--- src/rtl/rtc_bus_responder.sv ---
// Slave end of the RTC multiplexed address/data bus: synchronizes the strobes,
// latches an address, and serves byte writes/reads from a local register file.
module rtc_bus_responder #(
    parameter int ADDR_W = 4,
    parameter int DATA_W = 8
) (
    input  logic              clk,
    input  logic              reset,
    input  logic              cs_n,
    input  logic              ad_n,
    input  logic              wr_n,
    input  logic              rd_n,
    input  logic [DATA_W-1:0] bus_in,
    output logic [DATA_W-1:0] bus_out,
    output logic              bus_oe,
    input  logic              loc_we,
    input  logic [ADDR_W-1:0] loc_addr,
    input  logic [DATA_W-1:0] loc_wdata,
    output logic [DATA_W-1:0] loc_rdata,
    output logic              addr_valid,
    output logic              wr_pulse,
    output logic              rd_pulse,
    output logic              proto_err
);

    localparam int DEPTH = 2 ** ADDR_W;

    localparam logic [1:0] IDLE    = 2'd0;
    localparam logic [1:0] ADDR_WR = 2'd1;
    localparam logic [1:0] DATA_WR = 2'd2;
    localparam logic [1:0] DATA_RD = 2'd3;

    logic [1:0]        cs_sync;
    logic [1:0]        ad_sync;
    logic [1:0]        wr_sync;
    logic [1:0]        rd_sync;
    logic [DATA_W-1:0] data_meta;
    logic [DATA_W-1:0] data_s;
    logic              cs_s;
    logic              ad_s;
    logic              wr_s;
    logic              rd_s;

    logic [1:0]        state;
    logic [1:0]        state_next;
    logic              err_hold;
    logic              err_hold_next;
    logic [DATA_W-1:0] shadow;
    logic [ADDR_W-1:0] addr_reg;

    logic              addr_commit;
    logic              bus_we;
    logic              err_now;
    logic              rd_start;
    logic              rd_stop;
    logic              rd_done;

    logic [DATA_W-1:0] mem [DEPTH];

    // NOTE: every register in an always_ff uses <= so all flops see pre-edge values.
    always_ff @(posedge clk or posedge reset) begin
        if (reset) begin
            cs_sync   <= 2'b11;
            ad_sync   <= 2'b11;
            wr_sync   <= 2'b11;
            rd_sync   <= 2'b11;
            data_meta <= '0;
            data_s    <= '0;
        end else begin
            cs_sync   <= {cs_sync[0], cs_n};
            ad_sync   <= {ad_sync[0], ad_n};
            wr_sync   <= {wr_sync[0], wr_n};
            rd_sync   <= {rd_sync[0], rd_n};
            data_meta <= bus_in;
            data_s    <= data_meta;
        end
    end

    assign cs_s = cs_sync[1];
    assign ad_s = ad_sync[1];
    assign wr_s = wr_sync[1];
    assign rd_s = rd_sync[1];

    // err_hold keeps a violation to a single proto_err pulse until the strobes release.
    always_comb begin
        // NOTE: defaults first so no path through the case infers a latch.
        state_next    = state;
        err_hold_next = err_hold;
        addr_commit   = 1'b0;
        bus_we        = 1'b0;
        err_now       = 1'b0;
        rd_start      = 1'b0;
        rd_stop       = 1'b0;
        rd_done       = 1'b0;

        case (state)
            IDLE: begin
                if (cs_s) begin
                    err_hold_next = 1'b0;
                end else if (err_hold) begin
                    if (wr_s && rd_s) begin
                        err_hold_next = 1'b0;
                    end
                end else if (!wr_s && !rd_s) begin
                    err_now       = 1'b1;
                    err_hold_next = 1'b1;
                end else if (!rd_s && !ad_s) begin
                    err_now       = 1'b1;
                    err_hold_next = 1'b1;
                end else if (!wr_s) begin
                    state_next = ad_s ? DATA_WR : ADDR_WR;
                end else if (!rd_s) begin
                    state_next = DATA_RD;
                    rd_start   = 1'b1;
                end
            end

            ADDR_WR: begin
                if (cs_s) begin
                    state_next = IDLE;
                end else if (wr_s) begin
                    addr_commit = 1'b1;
                    state_next  = IDLE;
                end
            end

            DATA_WR: begin
                if (cs_s) begin
                    state_next = IDLE;
                end else if (wr_s) begin
                    if (addr_valid) begin
                        bus_we = 1'b1;
                    end else begin
                        err_now = 1'b1;
                    end
                    state_next = IDLE;
                end
            end

            DATA_RD: begin
                if (cs_s) begin
                    rd_stop    = 1'b1;
                    state_next = IDLE;
                end else if (rd_s) begin
                    rd_stop    = 1'b1;
                    rd_done    = 1'b1;
                    state_next = IDLE;
                end
            end

            default: state_next = IDLE;
        endcase
    end

    always_ff @(posedge clk or posedge reset) begin
        if (reset) begin
            state      <= IDLE;
            err_hold   <= 1'b0;
            shadow     <= '0;
            addr_reg   <= '0;
            addr_valid <= 1'b0;
            wr_pulse   <= 1'b0;
            rd_pulse   <= 1'b0;
            proto_err  <= 1'b0;
            bus_out    <= '0;
            bus_oe     <= 1'b0;
        end else begin
            state     <= state_next;
            err_hold  <= err_hold_next;
            wr_pulse  <= bus_we;
            rd_pulse  <= rd_done;
            proto_err <= err_now;

            if (state == ADDR_WR || state == DATA_WR) begin
                shadow <= data_s;
            end

            if (addr_commit) begin
                addr_reg   <= shadow[ADDR_W-1:0];
                addr_valid <= 1'b1;
            end

            // Read data is captured once on entry and held for the whole phase.
            if (rd_start) begin
                bus_out <= addr_valid ? mem[addr_reg] : '1;
                bus_oe  <= 1'b1;
            end else if (rd_stop) begin
                bus_oe <= 1'b0;
            end
        end
    end

    // NOTE: the register file is cleared by reset, so it is built from flops, not RAM.
    always_ff @(posedge clk or posedge reset) begin
        if (reset) begin
            for (int i = 0; i < DEPTH; i++) begin
                mem[i] <= '0;
            end
            loc_rdata <= '0;
        end else begin
            if (loc_we) begin
                mem[loc_addr] <= loc_wdata;
            end
            // The later assignment wins, giving the bus priority on an address collision.
            if (bus_we) begin
                mem[addr_reg] <= shadow;
            end
            loc_rdata <= mem[loc_addr];
        end
    end

endmodule

--- config.mk ---
export PLATFORM = sky130hd
export DESIGN_NAME = rtc_bus_responder
export DESIGN_NICKNAME = d
export VERILOG_FILES = /design/src/rtl/rtc_bus_responder.sv
export SDC_FILE = /design/constraint.sdc
export NUM_CORES = 1
export LEC_CHECK = 0
export BUFFER_PORTS_ARGS = -buffer_cell sky130_fd_sc_hd__buf_4
export CAP_MARGIN = 10
export CORE_AREA = 2 2 205 207
export DETAILED_ROUTE_END_ITERATION = 8
export DIE_AREA = 0 0 207 209
export GPL_TIMING_DRIVEN = 0
export PLACE_DENSITY = 0.44
export SYNTH_ARGS = -nofsm -noshare
export SYNTH_HDL_FRONTEND = slang
export SYNTH_SLANG_ARGS = --single-unit
--- constraint.sdc ---
create_clock -name clk -period 7.9 [get_ports clk]
set_input_delay 1.185 -clock clk [delete_from_list [all_inputs] [get_ports clk]]
set_output_delay 1.185 -clock clk [all_outputs]
set_load 0.01 [all_outputs]
==> results of run 1 <==
per-stage QoR:
stage	cells	util, %	hold WS [ps]
detailed placement	1451	27.1	335
floorplan	866	-	331
CTS	1483	28.5	351
global placement	1450	27.1	335
global route	1483	28.5	354
finish	1483	28.5	349
cells in the final DEF, fill, tap and decap left out, drive strengths merged, types with 3 or more instances in the layout:
| cell type | instances |
|---|---|
| mux2i | 145 |
| o22ai | 5 |
| o22a | 4 |
| dfrtp | 180 |
| nand3 | 5 |
| nor2 | 91 |
| nor3 | 4 |
| buf | 81 |
| nor2b | 4 |
| mux2 | 12 |
| and3 | 3 |
| nand3b | 6 |
| nand2 | 62 |
| dfstp | 8 |
| nand2b | 5 |
| nor4b | 3 |
| nand4 | 4 |
| clkbuf | 59 |
| or3 | 5 |
| clkinv | 5 |
| inv | 18 |
| a21oi | 78 |
| ha | 4 |
| o21ai | 60 |
| mux4 | 69 |
| a22oi | 5 |
area by class of cell:
class / instances / area [µm²] / area share [%]
multi-input combinational: 592 / 5060 / 42.9
clock buffer: 17 / 425 / 3.61
sequential: 188 / 4710 / 40.0
buffer: 77 / 354 / 3.01
inverter: 9 / 41.3 / 0.350
tap: 539 / 674 / 5.72
timing repair buffer: 46 / 365 / 3.10
clock inverter: 15 / 148 / 1.25
cell usage after synthesis, types with 2 or more instances:
| master | number |
|---|---|
| sky130_fd_sc_hd__or3b_2 | 2 |
| sky130_fd_sc_hd__inv_1 | 8 |
| sky130_fd_sc_hd__nor2_1 | 82 |
| sky130_fd_sc_hd__nand3_1 | 5 |
| sky130_fd_sc_hd__o22ai_1 | 5 |
| sky130_fd_sc_hd__nand2b_1 | 5 |
| sky130_fd_sc_hd__nand2_1 | 62 |
| sky130_fd_sc_hd__buf_2 | 24 |
| sky130_fd_sc_hd__nor2b_1 | 4 |
| sky130_fd_sc_hd__nor4b_2 | 3 |
| sky130_fd_sc_hd__buf_1 | 6 |
| sky130_fd_sc_hd__mux4_1 | 7 |
| sky130_fd_sc_hd__o22a_1 | 4 |
| sky130_fd_sc_hd__and2_1 | 2 |
| sky130_fd_sc_hd__or3_1 | 5 |
| sky130_fd_sc_hd__mux2_2 | 12 |
| sky130_fd_sc_hd__nand4_1 | 4 |
| sky130_fd_sc_hd__clkbuf_1 | 42 |
| sky130_fd_sc_hd__a22oi_1 | 5 |
| sky130_fd_sc_hd__o21ai_1 | 6 |
| sky130_fd_sc_hd__nor3_1 | 4 |
| sky130_fd_sc_hd__nand3b_1 | 6 |
| sky130_fd_sc_hd__mux2i_1 | 145 |
| sky130_fd_sc_hd__and3_1 | 3 |
| sky130_fd_sc_hd__nor2_4 | 3 |
| sky130_fd_sc_hd__buf_4 | 3 |
| sky130_fd_sc_hd__a21oi_1 | 78 |
| sky130_fd_sc_hd__o21ai_0 | 54 |
| sky130_fd_sc_hd__mux4_2 | 62 |
| sky130_fd_sc_hd__dfstp_2 | 8 |
| sky130_fd_sc_hd__nor2_2 | 6 |
| sky130_fd_sc_hd__dfrtp_1 | 180 |
| sky130_fd_sc_hd__ha_1 | 4 |
logic make-up after synthesis:
| kind of cell | after synthesis | share of synthesized area [%] |
|---|---|---|
| multiplexers | 226 | 31.2 |
| adder cells (fa/ha/maj) | 4 | 0.493 |
| AO/OA/AOI/OAI | 159 | 8.45 |
| AND/OR/NAND/NOR | 203 | 9.68 |
| flip-flops | 188 | 46.4 |
| buffers and inverters | 86 | 3.82 |
report_power, final:
group / internal (mW) / switching (mW) / total [mW]
clock: 0.421 / 0.442 / 0.863
combinational: 0.857 / 0.859 / 1.72
sequential: 1.36 / 0.352 / 1.71
total: 2.64 / 1.65 / 4.29
routing by layer:
layer | up-vias | track usage, %
met4 | 0 | 3.65
li1 | 3306 | -
met1 | 3678 | 21.4
met3 | 25 | 2.48
met5 | - | 0
met2 | 204 | 26.1
how the worst max path moves through the flow:
| stage | from | endpoint | cells after the start |
|---|---|---|---|
| floorplan | reset | addr_reg[0] | 1 |
| global placement | reset | mem[110] | 2 |
| detailed placement | loc_addr[1] | loc_rdata[7] | 4 |
| CTS | state[0] | bus_out[2] | 6 |
| global route | state[1] | bus_out[2] | 6 |
| finish | state[0] | bus_out[2] | 6 |
==> flow_summary.toml, run 1 <==
[status]
status = "finished clean"

[global_routing]
global_route.overflow_total = 0
wire_length_of_the_first_global_routing_pass_mm = 50.2
grt_start_max_net_pins = 96
first_global_vias = 7357
grt_util_all_layers_pct = 15.7
antenna_found_initial = 0

[synth]
synth-edff-count = 0
yosysSeqAreaShare_pct = 46.4
ys_dominant_reg_cell = "sky130_fd_sc_hd__dfrtp_1"
post_synthesis_mean_instance_area_um2 = 11.7
netlist.top_cell.by_area = "sky130_fd_sc_hd__dfrtp_1"
syn_inst = 866
postSynthNetCount = 897
synth_cell_type_count = 50
synth_area_leaders = "sky130_fd_sc_hd__dfrtp_1 (44%), sky130_fd_sc_hd__mux2i_1 (14%), sky130_fd_sc_hd__mux4_2 (14%)"
synth_seq_cells = 188
ys_async_sr_fraction_pct = 100
synth.cell_area_um2 = 10200
synth.yosys.warnings = 0
synth_top_area_share_pct = 44.3

[finish]
nNetsFinal = 962
layout-area-overhead-vs-synth_pct = 15.9
finished_cell_area_um2 = 11800
largest-register = "mem"
post_route_cells_drive_above_1_share_pct = 22.0
fillCellCount = 4260
largest_register_ff_count = 128
diodes = 0

[place]
placement.io_buffers = 45
pre_cts_slack_ps = 4780
placedInstanceArea_um2 = 11200
finalWeightedCongestion = 0.858
place_hpwl_mm = 25.3

[floorplanning]
die_y_um = 209
width_of_the_die_um = 207
floorplan.initialDensity_pct = 24.6
rows = 75
io-pin-count = 48
total_die_area_um2 = 43300
fp.coreArea_um2 = 41300

[setup_path]
timing.rr.start = "state[0]"
worst-path-max-fanout = 9
crit_type = "register to register"
crit_path_top_delay_cell = "sky130_fd_sc_hd__nor2_1"
worst_setup_path_end_kind = "register"
worst-r2r-cell-count = 6
worstPathCellList = "inv_1, ha_1, or4b_4, nor2_1, nor2_1, a21oi_1"
cpMostUsedCell = "sky130_fd_sc_hd__nor2_1"
cp_num_buf_inv = 1
timing.reg2reg.setup_slack_ps = 5070
crit_path_start_kind = "register"
cp_top_family = "simple AND/OR/NAND/NOR gates"
slowest_delay_ps = 940
endpoint_of_the_lowest_slack_register_to_register_path = "bus_out[2]"
worstPathArrival_ps = 3170
required_worst_endpoint_ps = 8240

[timing]
final.setup.worst_slack_ps = 5070
max_freq_mhz = 354
final_period_minus_worst_setup_slack_ps = 2830
final.setup.tns_ps = 0
maxSlewHeadroom_pct = 18.2
rsz0062_at_grt = "false"
slew_at_the_pin_closest_to_its_max_slew_limit_ps = 1220
clock_skew_ps = 16.7
report.final.slew_viol_count = 0
setup_viol = 0
finalHoldViolations = 0
min_period_over_period_pct = 35.8

[flow_run]
maxCapViolations = 0

[cts]
clockRootBuffer = "sky130_fd_sc_hd__clkbuf_16"
htreeDepth = 4
cts-resized-gates = 0
postCtsSetupRepairBufs = 0
cts_tree = "built"
worst_setup_hold_path_clk_slew_ps = 80
clock_latency_at_the_later_pin_of_the_worst_skew_pair_ps = 460
post_cts_hold_buffer_count = 0
cts-buffers-inserted = 17
clkSinkCount = 188
clock_tree.buffer_depth = 2

[routing]
remaining_drc_errors = 0
route.detailed.wl_per_inst_um = 22.4
drt-pass1-iter-count = 5
totalWireLength_mm = 33.2
route.layer.met1.wl_mm = 15.2
met2_routed_wl_mm = 16.2
detail-route-antenna-nets = 0
drtIter0Drc = 721
avgViaCountPerCell = 4.86
highest-signal-layer = "met4"
vias = 7213
detailroute.wirelength.met3_mm = 1.50

[min_path]
min-delay-start = "data_meta[5]"
timing.hold.worst_endpoint = "data_s[5]"
cell_count_of_the_worst_hold_path = 0
worstHoldPathType = "register to register"

[power_and_ir_drop]
report.power.total_mw = 4.29
leakage_power_nw = 4.67
ir_worst_vdd_uv = 152
power_per_cell_area_nw_per_um2 = 364
(Power assumes the default switching activity.)
==> run 2, diff against run 1 <==
==> constraint.sdc (replaced) <==
create_clock -name clk -period 2.9 [get_ports clk]
set_input_delay 0.435 -clock clk [delete_from_list [all_inputs] [get_ports clk]]
set_output_delay 0.435 -clock clk [all_outputs]
set_load 0.01 [all_outputs]
==> flow_summary.toml, run 2 (synthesis results as in run 1) <==
[floorplanning]
total_die_area_um2 = 43300
io-pin-count = 48
die_y_um = 209
floorplan.initialDensity_pct = 24.6
width_of_the_die_um = 207
fp.coreArea_um2 = 41300
rows = 75

[finish]
largest_register_ff_count = 128
final_cells = 1487
layout.cells.most_common = "sky130_fd_sc_hd__dfrtp_1"
final_util_pct = 28.8
post_route_cells_drive_above_1_share_pct = 22.7
nNetsFinal = 966
finished_cell_area_um2 = 11900
fillCellCount = 4352
largest-register = "mem"
mostFrequentLayoutCells = "sky130_fd_sc_hd__dfrtp_1 (180), sky130_fd_sc_hd__mux2i_1 (145), sky130_fd_sc_hd__nor2_1 (81)"
diodes = 0
layout-area-overhead-vs-synth_pct = 17.0

[cts]
cts-buffers-inserted = 17
clkSinkCount = 188
htreeDepth = 4
postCtsSetupRepairBufs = 0
cts_tree = "built"
clock_tree.buffer_depth = 2
clock_latency_at_the_later_pin_of_the_worst_skew_pair_ps = 460
worst_setup_hold_path_clk_slew_ps = 80
clockRootBuffer = "sky130_fd_sc_hd__clkbuf_16"
post_cts_hold_buffer_count = 0
cts-resized-gates = 0

[power_and_ir_drop]
power_per_cell_area_nw_per_um2 = 997
leakage_power_nw = 4.71
ir_worst_vdd_uv = 427

[place]
placement.io_buffers = 45
place_hpwl_mm = 25.9
dp_cells = 1455
placedInstanceArea_um2 = 11300
finalWeightedCongestion = 0.855

[timing]
final.setup.tns_ps = 0
rsz0062_at_grt = "false"
maxSlewHeadroom_pct = 35.4
clock_skew_ps = 13.8
fin_hold_ws_ps = 23.2
setup_viol = 0
finalHoldViolations = 0
min_period_over_period_pct = 92.6
slew_at_the_pin_closest_to_its_max_slew_limit_ps = 962
final_period_minus_worst_setup_slack_ps = 2680
max_freq_mhz = 373
report.final.slew_viol_count = 0

[routing]
vias = 7254
totalWireLength_mm = 33.6
detail-route-antenna-nets = 0
avgViaCountPerCell = 4.88
drtIter0Drc = 626
route.detailed.wl_per_inst_um = 22.6
remaining_drc_errors = 0
drt-pass1-iter-count = 7

[global_routing]
wire_length_of_the_first_global_routing_pass_mm = 50.8
first_global_vias = 7538
grt_start_max_net_pins = 38
global_route.overflow_total = 0
grt_util_all_layers_pct = 15.8
antenna_found_initial = 0

[setup_path]
worst-path-max-fanout = 10
crit_type = "register to register"
worstPathArrival_ps = 2990
worst_setup_path_end_kind = "register"
required_worst_endpoint_ps = 3200
crit_path_start_kind = "register"
timing.reg2reg.setup_slack_ps = 220

[flow_run]
maxCapViolations = 0

[min_path]
worstHoldPathType = "primary input to async pin"

[status]
status = "finished clean"
==> run 2: changes by cell type in the layout (fill, tap and decap cells not counted) <==
cell,previous run,this run
sky130_fd_sc_hd__buf_12,1,6
sky130_fd_sc_hd__buf_16,1,0
sky130_fd_sc_hd__bufinv_16,0,2
sky130_fd_sc_hd__clkinv_2,0,1
sky130_fd_sc_hd__clkinv_8,1,0
sky130_fd_sc_hd__clkinvlp_4,1,2
sky130_fd_sc_hd__inv_6,5,4
sky130_fd_sc_hd__inv_8,5,3
sky130_fd_sc_hd__nor2_1,82,81
sky130_fd_sc_hd__nor2_2,6,7
sky130_fd_sc_hd__nor3_1,4,2
sky130_fd_sc_hd__nor3_2,0,2
==> run 2: stage by stage <==
stage	setup slack, ps	power (mW)
2_1_floorplan	51.0	7.64
3_3_place_gp	-1530	9.28
3_5_place_dp	40.5	9.38
4_1_cts	14.8	11.9
5_1_grt	40.3	12.5
6_report	216	11.9
==> run 2: cell type report <==
class | instances | area (µm²) | area share, %
Buffer | 77 | 354 | 2.98
Clock buffer | 17 | 425 | 3.58
Clock inverter | 15 | 176 | 1.48
Inverter | 9 | 37.5 | 0.316
Multi-Input combinational cell | 592 | 5070 | 42.6
Sequential cell | 188 | 4710 | 39.6
Tap cell | 539 | 674 | 5.67
Timing Repair Buffer | 50 | 438 | 3.68
==> run 2: per-layer routing <==
layer	vias to the layer above	GRT usage, %	part of all wire [%]	wire (µm)
li1	3302	-	-	-
met5	-	0	0	0
met1	3728	21.5	46	15300
met3	35	2.43	3.9	1310
met2	189	26.3	49	16400
met4	0	4.29	1.7	559
==> run 2: worst paths after layout <==
kind | from | end | depth (start not counted)
worst max-delay path | state[0] | mem[47] | 6
worst min-delay path | reset | mem[13] | 2
worst max register to register | state[0] | mem[47] | 6
worst min register to register | data_meta[7] | data_s[7] | 0
max in group asynchronous | reset | ad_sync[0] | 5
min in group clk | bus_in[5] | data_meta[5] | 1
==> run 2: power breakdown <==
group | total [mW] | switching (mW) | internal [mW]
registers | 4.68 | 0.969 | 3.71
clock network | 2.46 | 1.16 | 1.30
logic | 4.72 | 2.37 | 2.34
==> run 2: critical path: stages (launching register included) <==
cell and delay [ps]:
sky130_fd_sc_hd__dfrtp_1 400, sky130_fd_sc_hd__inv_1 110, sky130_fd_sc_hd__ha_1 230, sky130_fd_sc_hd__nand4b_4 230
sky130_fd_sc_hd__nor3_1 840, sky130_fd_sc_hd__clkbuf_1 530, sky130_fd_sc_hd__o21ai_0 190
==> run 3, diff against run 2 <==
--- a/config.mk
+++ b/config.mk
@@ -5,11 +5,12 @@
 export SDC_FILE = /design/constraint.sdc
 export NUM_CORES = 1
 export LEC_CHECK = 0
+export ABC_AREA = 1
 export BUFFER_PORTS_ARGS = -buffer_cell sky130_fd_sc_hd__buf_4
 export CAP_MARGIN = 10
-export CORE_AREA = 2 2 205 207
+export CORE_AREA = 2 2 208 210
 export DETAILED_ROUTE_END_ITERATION = 8
-export DIE_AREA = 0 0 207 209
+export DIE_AREA = 0 0 210 212
 export GPL_TIMING_DRIVEN = 0
 export PLACE_DENSITY = 0.44
 export SYNTH_ARGS = -nofsm -noshare
==> flow_summary.toml, run 3 <==
[timing]
report.final.slew_viol_count = 0
maxSlewHeadroom_pct = 13.6
rsz0062_at_grt = "false"
max_freq_mhz = 417
min_period_over_period_pct = 82.7
fin_hold_ws_ps = 66.7
final.setup.tns_ps = 0
slew_at_the_pin_closest_to_its_max_slew_limit_ps = 1300
finalHoldViolations = 0
clock_skew_ps = 9.92
final_period_minus_worst_setup_slack_ps = 2400
setup_viol = 0

[synth]
synth.top_cells.by_count = "sky130_fd_sc_hd__nand2_1 (509), sky130_fd_sc_hd__o21ai_0 (203), sky130_fd_sc_hd__dfrtp_1 (180)"
syn_inst = 1410
synth_cell_type_count = 28
synth.cell_area_um2 = 10500
yosysSeqAreaShare_pct = 44.9
synth_seq_cells = 188
synth.yosys.warnings = 0
synth_top_area_share_pct = 42.9
synth_area_leaders = "sky130_fd_sc_hd__dfrtp_1 (43%), sky130_fd_sc_hd__nand2_1 (18%), sky130_fd_sc_hd__o21ai_0 (9.7%)"
post-synth-top-count-cell = "sky130_fd_sc_hd__nand2_1"
postSynthNetCount = 1441
ys_async_sr_fraction_pct = 100
ys_dominant_reg_cell = "sky130_fd_sc_hd__dfrtp_1"
post_synthesis_mean_instance_area_um2 = 7.45
synth-edff-count = 0
netlist.top_cell.by_area = "sky130_fd_sc_hd__dfrtp_1"

[setup_path]
crit_path_start_kind = "primary input"
crit_type = "primary input to register"
worst_setup_path_end_kind = "register"
worstPathCellList = "buf_4, nand2_1, clkbuf_1, o21ai_0, o21ai_0, nand2_1, inv_1, nand2_1"
crit_path_top_delay_cell = "sky130_fd_sc_hd__clkbuf_1"
slowest_delay_ps = 680
worst-path-max-fanout = 10
required_worst_endpoint_ps = 3250
cp_num_buf_inv = 3
timing.reg2reg.setup_slack_ps = 620
cpMostUsedCell = "sky130_fd_sc_hd__nand2_1"
cp_top_family = "buffers and inverters"
worstPathArrival_ps = 2750

[cts]
clock_tree.buffer_depth = 2
cts_tree = "built"
cts-buffers-inserted = 17
clkSinkCount = 188
post_cts_hold_buffer_count = 0
postCtsSetupRepairBufs = 0
cts-resized-gates = 0
htreeDepth = 4
worst_setup_hold_path_clk_slew_ps = 80
clockRootBuffer = "sky130_fd_sc_hd__clkbuf_16"
clock_latency_at_the_later_pin_of_the_worst_skew_pair_ps = 470

[finish]
largest_register_ff_count = 128
nNetsFinal = 1509
final_cells = 2038
area.sequential_um2 = 4710
layout.cells.most_common = "sky130_fd_sc_hd__nand2_1"
largest-register = "mem"
finished_cell_area_um2 = 12200
fillCellCount = 4624
mostFrequentLayoutCells = "sky130_fd_sc_hd__nand2_1 (509), sky130_fd_sc_hd__o21ai_0 (203), sky130_fd_sc_hd__dfrtp_1 (180)"
layout-area-overhead-vs-synth_pct = 16.0
multi_input_gate_area_um2 = 4780
post_route_cells_drive_above_1_share_pct = 11.6

[global_routing]
antenna_found_initial = 1
grt_start_max_net_pins = 41
first_global_vias = 9882
grt_util_all_layers_pct = 21.5
global_route.overflow_total = 0
wire_length_of_the_first_global_routing_pass_mm = 68.1

[routing]
drt-pass1-iter-count = 6
vias = 10295
remaining_drc_errors = 0
route.detailed.wl_per_inst_um = 23.1
avgViaCountPerCell = 5.05
drtIter0Drc = 977
detail-route-antenna-nets = 0
totalWireLength_mm = 47.0

[power_and_ir_drop]
cell_internal_pwr_mw = 6.23
ir_worst_vdd_uv = 514
seqPwrFrac_pct = 35.8
leakage_power_nw = 5.59
power_frac_comb_pct = 43.7
clock_network_fraction_of_total_power_pct = 20.6
power_per_cell_area_nw_per_um2 = 947
net-switching-power_mw = 5.31
power_switching_share_pct = 46.0
report.power.total_mw = 11.5

[floorplanning]
rows = 76
floorplan.initialDensity_pct = 24.7
total_die_area_um2 = 44500
io-pin-count = 48
fp.coreArea_um2 = 42500
die_y_um = 212
width_of_the_die_um = 210

[min_path]
worstHoldPathType = "primary input to register"

[place]
placedInstanceArea_um2 = 11600
placement.io_buffers = 44
dp_cells = 2005
finalWeightedCongestion = 0.959
place_hpwl_mm = 34.2

[status]
status = "finished clean"

[flow_run]
maxCapViolations = 0
-- run 3: cell count changes in the layout (fill, tap and decap cells not counted), moves of 40 or more --
cell	change
sky130_fd_sc_hd__nor2_1	-44
sky130_fd_sc_hd__nand3_1	+40
sky130_fd_sc_hd__nand2_1	+447
sky130_fd_sc_hd__a21oi_1	-72
sky130_fd_sc_hd__o211ai_1	+117
sky130_fd_sc_hd__o21ai_0	+149
sky130_fd_sc_hd__inv_1	+112
sky130_fd_sc_hd__mux2i_1	-145
sky130_fd_sc_hd__mux4_2	-62
-- run 3: final timing paths --
check / start / end / cells after the start
hold reg to reg: data_meta[1] / data_s[1] / 0
max in group asynchronous: reset / rd_sync[1] / 4
hold / removal: bus_in[6] / data_meta[6] / 1
min in group asynchronous: reset / mem[55] / 2
setup / recovery: loc_addr[1] / loc_rdata[5] / 8
setup reg to reg: state[0] / bus_out[3] / 9
-- run 3: worst reg2reg max path, cell delays in order (launching register included) --
cell and delay [ps]:
sky130_fd_sc_hd__dfrtp_1 410, sky130_fd_sc_hd__inv_1 120, sky130_fd_sc_hd__ha_1 180, sky130_fd_sc_hd__inv_1 80
sky130_fd_sc_hd__nor2_1 130, sky130_fd_sc_hd__nand3_1 170, sky130_fd_sc_hd__nor2_1 570, sky130_fd_sc_hd__nand2_1 200
sky130_fd_sc_hd__nor2_1 250, sky130_fd_sc_hd__nor2_1 60
-- run 3: logic make-up after synthesis --
logic type,synth area share [%]
AO/OA/AOI/OAI,21.0
adder cells (fa/ha/maj),0.477
buffers and inverters,9.55
flip-flops,44.9
AND/OR/NAND/NOR,24.1
-- run 3: metrics by stage --
step | setup slack, ps | utilization [%]
after floorplan | 51.0 | -
after global placement | -1540 | 27.1
after detailed placement | 46.9 | 27.3
after CTS | 554 | 28.6
after global routing | 446 | 28.6
final | 502 | 28.7
-- run 3: routing by layer --
| layer | vias to the layer above | GRT usage (%) | wire [µm] |
|---|---|---|---|
| li1 | 4775 | - | - |
| met1 | 5026 | 28.6 | 20300 |
| met2 | 400 | 34.4 | 21700 |
| met3 | 94 | 3.31 | 2870 |
| met4 | 0 | 10.4 | 2140 |
| met5 | - | 0 | 0 |
-- run 3: power by group through the flow --
stage          clock, mW  combinational (mW)  sequential, mW
2_1_floorplan          0                3.09            3.99
3_3_place_gp           0                4.94            4.16
3_5_place_dp           0                4.98            4.15
4_1_cts             2.44                4.99            4.11
5_1_grt             2.54                5.55            4.23
6_report            2.37                5.03            4.13
-- run 3: cell type report --
class	count	area share [%]
Inverter	125	3.88
Sequential cell	188	38.7
Multi-Input combinational cell	1008	39.3
Tap cell	546	5.61
Clock inverter	13	1.05
Antenna cell	1	0.0205
Timing Repair Buffer	49	3.53
Buffer	89	4.38
Clock buffer	19	3.55
